### config.mk
export PLATFORM = sky130hd
export DESIGN_NAME = rvx_core_store_unit
export DESIGN_NICKNAME = d
export VERILOG_FILES = /design/src/rtl/rvx_core_store_unit.sv
export SDC_FILE = /design/constraint.sdc
export NUM_CORES = 1
export LEC_CHECK = 0
export BUFFER_PORTS_ARGS = -buffer_cell sky130_fd_sc_hd__clkbuf_2
export CORE_MARGIN = 2
export CORE_UTILIZATION = 34
export CTS_BUF_LIST = sky130_fd_sc_hd__clkbuf_8 sky130_fd_sc_hd__clkbuf_16
export CTS_CLUSTER_SIZE = 40
export DETAILED_ROUTE_END_ITERATION = 16
export HOLD_SLACK_MARGIN = 0.03
export PLACE_DENSITY = 0.56
export SYNTH_ARGS = -nofsm -noshare
export SYNTH_HDL_FRONTEND = slang
export SYNTH_SLANG_ARGS = --single-unit
### constraint.sdc
create_clock -name clock -period 1.9 [get_ports clock]
set_input_delay 0 -clock clock [delete_from_list [all_inputs] [get_ports clock]]
set_output_delay 0 -clock clock [all_outputs]
set_load 0.1 [all_outputs]
### src/rtl/rvx_core_store_unit.sv
// Store formatter and memory write-port sequencer: aligns address, replicates/positions data, builds strobes.
// Build option RVX_MISALIGNED_STORE_EN: split misaligned stores into two bus beats instead of rejecting them.
module rvx_core_store_unit (
    input  logic        clock,
    input  logic        reset,
    input  logic        store_request,
    input  logic [1:0]  store_size,
    input  logic [31:0] store_address,
    input  logic [31:0] store_data,
    output logic        store_busy,
    output logic        store_done,
    output logic        store_misaligned,
    output logic [31:0] memory_address_rw,
    output logic        memory_write_request,
    output logic [31:0] memory_write_data,
    output logic [3:0]  memory_write_strobe,
    input  logic        memory_write_response
);

    typedef enum logic [1:0] {
        IDLE     = 2'b00,
        WRITE_LO = 2'b01,
        WRITE_HI = 2'b10
    } state_t;

    function automatic logic [3:0] size_mask(input logic [1:0] size);
        case (size)
            2'b00:   size_mask = 4'b0001;
            2'b01:   size_mask = 4'b0011;
            default: size_mask = 4'b1111;
        endcase
    endfunction

    function automatic logic [31:0] lane_replicate(input logic [1:0] size, input logic [31:0] data);
        case (size)
            2'b00:   lane_replicate = {4{data[7:0]}};
            2'b01:   lane_replicate = {2{data[15:0]}};
            default: lane_replicate = data;
        endcase
    endfunction

    function automatic logic is_misaligned(input logic [1:0] size, input logic [1:0] off);
        case (size)
            2'b00:   is_misaligned = 1'b0;
            2'b01:   is_misaligned = off[0];
            default: is_misaligned = (off != 2'b00);
        endcase
    endfunction

    state_t      state_r, state_s;
    logic        busy_r, busy_s;
    logic        done_r, done_s;
    logic        misaligned_r, misaligned_s;
    logic        req_r, req_s;
    logic [31:0] addr_r, addr_s;
    logic [31:0] data_r, data_s;
    logic [3:0]  strobe_r, strobe_s;

    logic [3:0]  mask_s;
    logic [1:0]  off_s;
    logic [31:0] repl_s;
    logic [3:0]  strobe_lo_s;
    logic        misaligned_cmd_s;

    assign mask_s           = size_mask(store_size);
    assign off_s            = store_address[1:0];
    assign repl_s           = lane_replicate(store_size, store_data);
    assign strobe_lo_s      = mask_s << off_s;
    assign misaligned_cmd_s = is_misaligned(store_size, off_s);

`ifdef RVX_MISALIGNED_STORE_EN
    logic [63:0] shifted_s;
    logic [7:0]  strobe_wide_s;
    logic [31:0] hi_data_r, hi_data_s;
    logic [3:0]  hi_strobe_r, hi_strobe_s;

    assign shifted_s     = {32'h0000_0000, repl_s} << {off_s, 3'b000};
    assign strobe_wide_s = {4'b0000, mask_s} << off_s;
`endif

    // Next-state and next-output logic for the store sequencer
    always_comb begin
        state_s      = state_r;
        req_s        = req_r;
        addr_s       = addr_r;
        data_s       = data_r;
        strobe_s     = strobe_r;
        done_s       = 1'b0;
        misaligned_s = 1'b0;
`ifdef RVX_MISALIGNED_STORE_EN
        hi_data_s    = hi_data_r;
        hi_strobe_s  = hi_strobe_r;
`endif
        case (state_r)
            IDLE: begin
                if (store_request) begin
                    if (!misaligned_cmd_s) begin
                        // Replicated data matches the shifted data in every strobed lane
                        state_s  = WRITE_LO;
                        req_s    = 1'b1;
                        addr_s   = {store_address[31:2], 2'b00};
                        data_s   = repl_s;
                        strobe_s = strobe_lo_s;
`ifdef RVX_MISALIGNED_STORE_EN
                        hi_data_s   = 32'h0000_0000;
                        hi_strobe_s = 4'b0000;
`endif
                    end else begin
`ifdef RVX_MISALIGNED_STORE_EN
                        state_s     = WRITE_LO;
                        req_s       = 1'b1;
                        addr_s      = {store_address[31:2], 2'b00};
                        data_s      = shifted_s[31:0];
                        strobe_s    = strobe_wide_s[3:0];
                        hi_data_s   = shifted_s[63:32];
                        hi_strobe_s = strobe_wide_s[7:4];
`else
                        misaligned_s = 1'b1;
`endif
                    end
                end else begin
                    state_s = IDLE;
                end
            end
            WRITE_LO: begin
                if (memory_write_response) begin
`ifdef RVX_MISALIGNED_STORE_EN
                    if (hi_strobe_r != 4'b0000) begin
                        state_s  = WRITE_HI;
                        addr_s   = addr_r + 32'd4;
                        data_s   = hi_data_r;
                        strobe_s = hi_strobe_r;
                    end else begin
                        state_s = IDLE;
                        req_s   = 1'b0;
                        done_s  = 1'b1;
                    end
`else
                    state_s = IDLE;
                    req_s   = 1'b0;
                    done_s  = 1'b1;
`endif
                end else begin
                    state_s = WRITE_LO;
                end
            end
`ifdef RVX_MISALIGNED_STORE_EN
            WRITE_HI: begin
                if (memory_write_response) begin
                    state_s = IDLE;
                    req_s   = 1'b0;
                    done_s  = 1'b1;
                end else begin
                    state_s = WRITE_HI;
                end
            end
`endif
            default: begin
                state_s = IDLE;
                req_s   = 1'b0;
            end
        endcase
        busy_s = (state_s != IDLE);
    end

    // State and registered-output update
    always_ff @(posedge clock) begin
        if (reset) begin
            state_r      <= IDLE;
            busy_r       <= 1'b0;
            done_r       <= 1'b0;
            misaligned_r <= 1'b0;
            req_r        <= 1'b0;
            addr_r       <= 32'h0000_0000;
            data_r       <= 32'h0000_0000;
            strobe_r     <= 4'b0000;
`ifdef RVX_MISALIGNED_STORE_EN
            hi_data_r    <= 32'h0000_0000;
            hi_strobe_r  <= 4'b0000;
`endif
        end else begin
            state_r      <= state_s;
            busy_r       <= busy_s;
            done_r       <= done_s;
            misaligned_r <= misaligned_s;
            req_r        <= req_s;
            addr_r       <= addr_s;
            data_r       <= data_s;
            strobe_r     <= strobe_s;
`ifdef RVX_MISALIGNED_STORE_EN
            hi_data_r    <= hi_data_s;
            hi_strobe_r  <= hi_strobe_s;
`endif
        end
    end

    assign store_busy           = busy_r;
    assign store_done           = done_r;
    assign store_misaligned     = misaligned_r;
    assign memory_address_rw    = addr_r;
    assign memory_write_request = req_r;
    assign memory_write_data    = data_r;
    assign memory_write_strobe  = strobe_r;

endmodule

==> results.md <==
* Clock transition at path regs at 70 ps
* Post-synthesis mux area share at 10.02%
* Met3 Track Usage GR at 3.216%
* Largest cells by area after synthesis: dfxtp_1 (41%), o211ai_1 (12%), o31ai_1 (8.1%)
* Leakage power figure at 0.002142 uW
* Htree depth at 3
* Nets at 605
* Post-Route Setup TNS at 0 ps
* Worst Path Arrival at 1930 ps
* Synth warnings at 0
* CP Launch Type: flip-flop
* Fin. Hold Viols at 0
* Commonest cells post-synth: dfxtp_1 (72), o211ai_1 (54), a21oi_1 (49), o31ai_1 (38), buf_2 (29)
* CP Launch Point: state_r[1]
* RSZ-0062 raised after global routing: false
* Area share of the largest cell type after synthesis at 41.10%
* Deepest clock path buffer count at 2
* First-pass GRT wire length at 17,110 um
* Reg area at 1441 sq um
* FFs w/ async S/R, synth at 0%
* IO buf count at 139
* GPL Wtd Cong at 0.7566
* Max_cap viols at 0
* Global routing's busiest layer: met2
* Count leader, synth: dfxtp_1
* Initial core utilization at 34.43%
* Count of flip-flops with a built-in enable after synthesis at 0
* Clk sinks at 72
* Routed wire per std cell at 16.34 um
* Syn avg cell area at 9.278 sq um
* DR iter-0 viols at 181
* Vias in the first global route at 3,332
* Largest family of logic cells by synthesized area: compound AO/OA/AOI/OAI gates
* Critical path cell sequence: or3b_2 -> buf_4 -> o31ai_1 -> a21oi_1
* Setup crit end kind: flip-flop
* Max-Slew Margin vs Limit at 49.78%
* Status: finished, final reports clean
* Cells after synthesis at 378
* Power share of the clock group at 28.3%
* Final Skew at 8.683 ps
* Total Routing Usage GR at 19.07%
* Initial antenna violation count at 0
* Netlist cell types at 37
* PwrDens at 760.4 nW/um^2
* P&R area growth vs syn at 38.82%
* Mapped cell area at 3507 sq um
* Via/cell ratio at 5.226
* Area leader, netlist: dfxtp_1
* Sequential Power Share at 43.4%
* Via count at 3,533
* Final period util at 90.12%
* Met2 Use GR at 28.94%
* Post-Synth Adder-Cell Area at 0%
* Die area at 11,140 sq um
* Routed Antenna Nets at 0
* Slowest CP cell: or3b_2
* Total wire length at 11,040 um
* Sequential fraction of the synthesis area at 41.10%
* CTS tree: done
* Layout cells sized above 1 at 35.37%
* Rows at 37
* Root Buffer: clkbuf_8
* Switch Pwr at 1359 uW
* WHS at 43.92 ps
* Min cycle time layout at 1712 ps
* P_int at 2343 uW
* Combinational cell fraction of total power at 28.3%
* Setup-failing EPs final at 0
* Simple-gate share of the synthesized area at 8.812%
* Largest net degree at the start of global routing at 49
* Fillers at 1,017
* Post-DP HPWL at 7245 um
* Final Max Tran Viols at 0
* Area of the multi-input gates at 1836 sq um
* Slew @ Worst Pin at 753.3 ps
* Hold path cells at 4
* CTS-repair resized insts at 0
* Power, Total at 3702 uW
* Core Region at 10,180 sq um
* FF+latch count, synth at 72
* Worst path max stage delay at 600 ps
* HP Class: primary input to flip-flop
* Post-Synth XOR/XNOR Area at 0.2497%
* Reg-to-reg startpoint: state_r[1]
* Maximum vdd drop at 354.7 uV
* Hold wc startpoint: store_data[22]
* First drt pass iteration count at 6
* Grt total ovfl at 0
* Die width at 105.6 um
* Worst-Skew Late Latency at 330 ps
* Critical path class: flip-flop to flip-flop
* Die H at 105.6 um
* Postcts setup bufs at 0
* Reg2Reg Depth at 4
* Compound-Gate Fraction of Synth Area at 32.25%
* Sw Share at 36.71%
* Max FO, Critical Path at 27
* Main flop type after synthesis: dfxtp_1
* Total CTS buffers at 9
* Inserted Diodes at 0
* F_max at 584.0 MHz
* M1 GR Usage at 27.06%
* # IOs at 142
* Detailed-route DRC error count at 0
* CP required at 2110 ps
## metrics by stage
step | utilization [%] | cells | instance area [sq um] | worst slack (ps)
after floorplan | - | 380 | 3515 | 480.4
after global placement | 42.14 | 619 | 4292 | 243.3
after detailed placement | 42.14 | 619 | 4292 | 214.3
after CTS | 47.80 | 676 | 4868 | 208.3
after global routing | 47.80 | 676 | 4868 | 78.29
final | 47.80 | 676 | 4868 | 187.8
## layout by cell type (no fill, tap or decap), types with 2 or more instances in the layout
master,Yosys,routed
inv_1,3,6
dfxtp_1,72,72
buf_4,2,13
buf_12,0,2
clkbuf_8,0,10
o211ai_1,54,54
nor3_1,3,3
o21ai_0,11,11
o31ai_1,38,38
clkbuf_2,0,139
mux2_2,10,10
or3b_2,8,9
nand2b_1,9,9
mux2_1,7,7
or3_1,2,2
a21oi_1,49,49
mux2i_1,16,16
nand2_1,10,10
nor2b_1,9,9
a21boi_0,2,2
o211a_1,8,8
clkinv_2,0,2
dlygate4sd3_1,0,41
conb_1,1,3
## power groups by stage
stage / Sequential [uW] / Combinational, uW / Clock (uW)
finish: 1610 / 1050 / 1050
global route: 1610 / 1100 / 1130
CTS: 1610 / 1050 / 1080
detailed placement: 1640 / 979 / 0
global placement: 1640 / 975 / 0
floorplan: 2070 / 322 / 0
## critical path: cells and delay by family, from the launching register on
kind,cells,cell delay [ps]
AND/OR/NAND/NOR,1,600
AO/OA/AOI/OAI,2,350
buffers and inverters,1,280
flip-flops,1,350
## sequential cells by signal (all words and copies together) (netlist names)
name,flops
memory_write_data,32
memory_address_rw,30
memory_write_strobe,4
state_r,2
memory_write_request,1
store_busy,1
store_done,1
store_misaligned,1
## cell type report
| type | count | area share (%) |
|---|---|---|
| repair buffers | 195 | 25.55 |
| clock inverters | 6 | 0.5911 |
| inverters | 3 | 0.2313 |
| clock buffers | 10 | 2.827 |
| multi-input cells | 254 | 37.70 |
| flip-flops and latches | 72 | 29.61 |
| well taps | 136 | 3.495 |
## per-layer routing
layer | wire [um] | part of all wire (%)
met1 | 5271 | 48
met4 | 261 | 2.4
met2 | 4913 | 44
met5 | 0 | 0
met3 | 596 | 5.4
## cells by family (layout without fill, tap and decap cells)
kind of cell | after synthesis | after routing
simple gates | 49 | 49
other cells | 1 | 3
buf+inv | 54 | 214
flops | 72 | 72
compound gates | 168 | 168
mux | 33 | 33
xor+xnor | 1 | 1
## final timing paths
| path | endpoint | slack, ps |
|---|---|---|
| worst min-delay path | memory_write_data[22] | 40 |
| worst max register to register | memory_address_rw[20] | 190 |
| worst min register to register | memory_write_request | 450 |
| worst max-delay path | memory_address_rw[20] | 190 |
## repair_timing
action / 4_1_cts / 5_1_grt
hold buffers: 41 / 0
setup endpoints to repair: 0 / 0
endpoints found under the hold margin: 43 / 0
(Power assumes the default switching activity.)
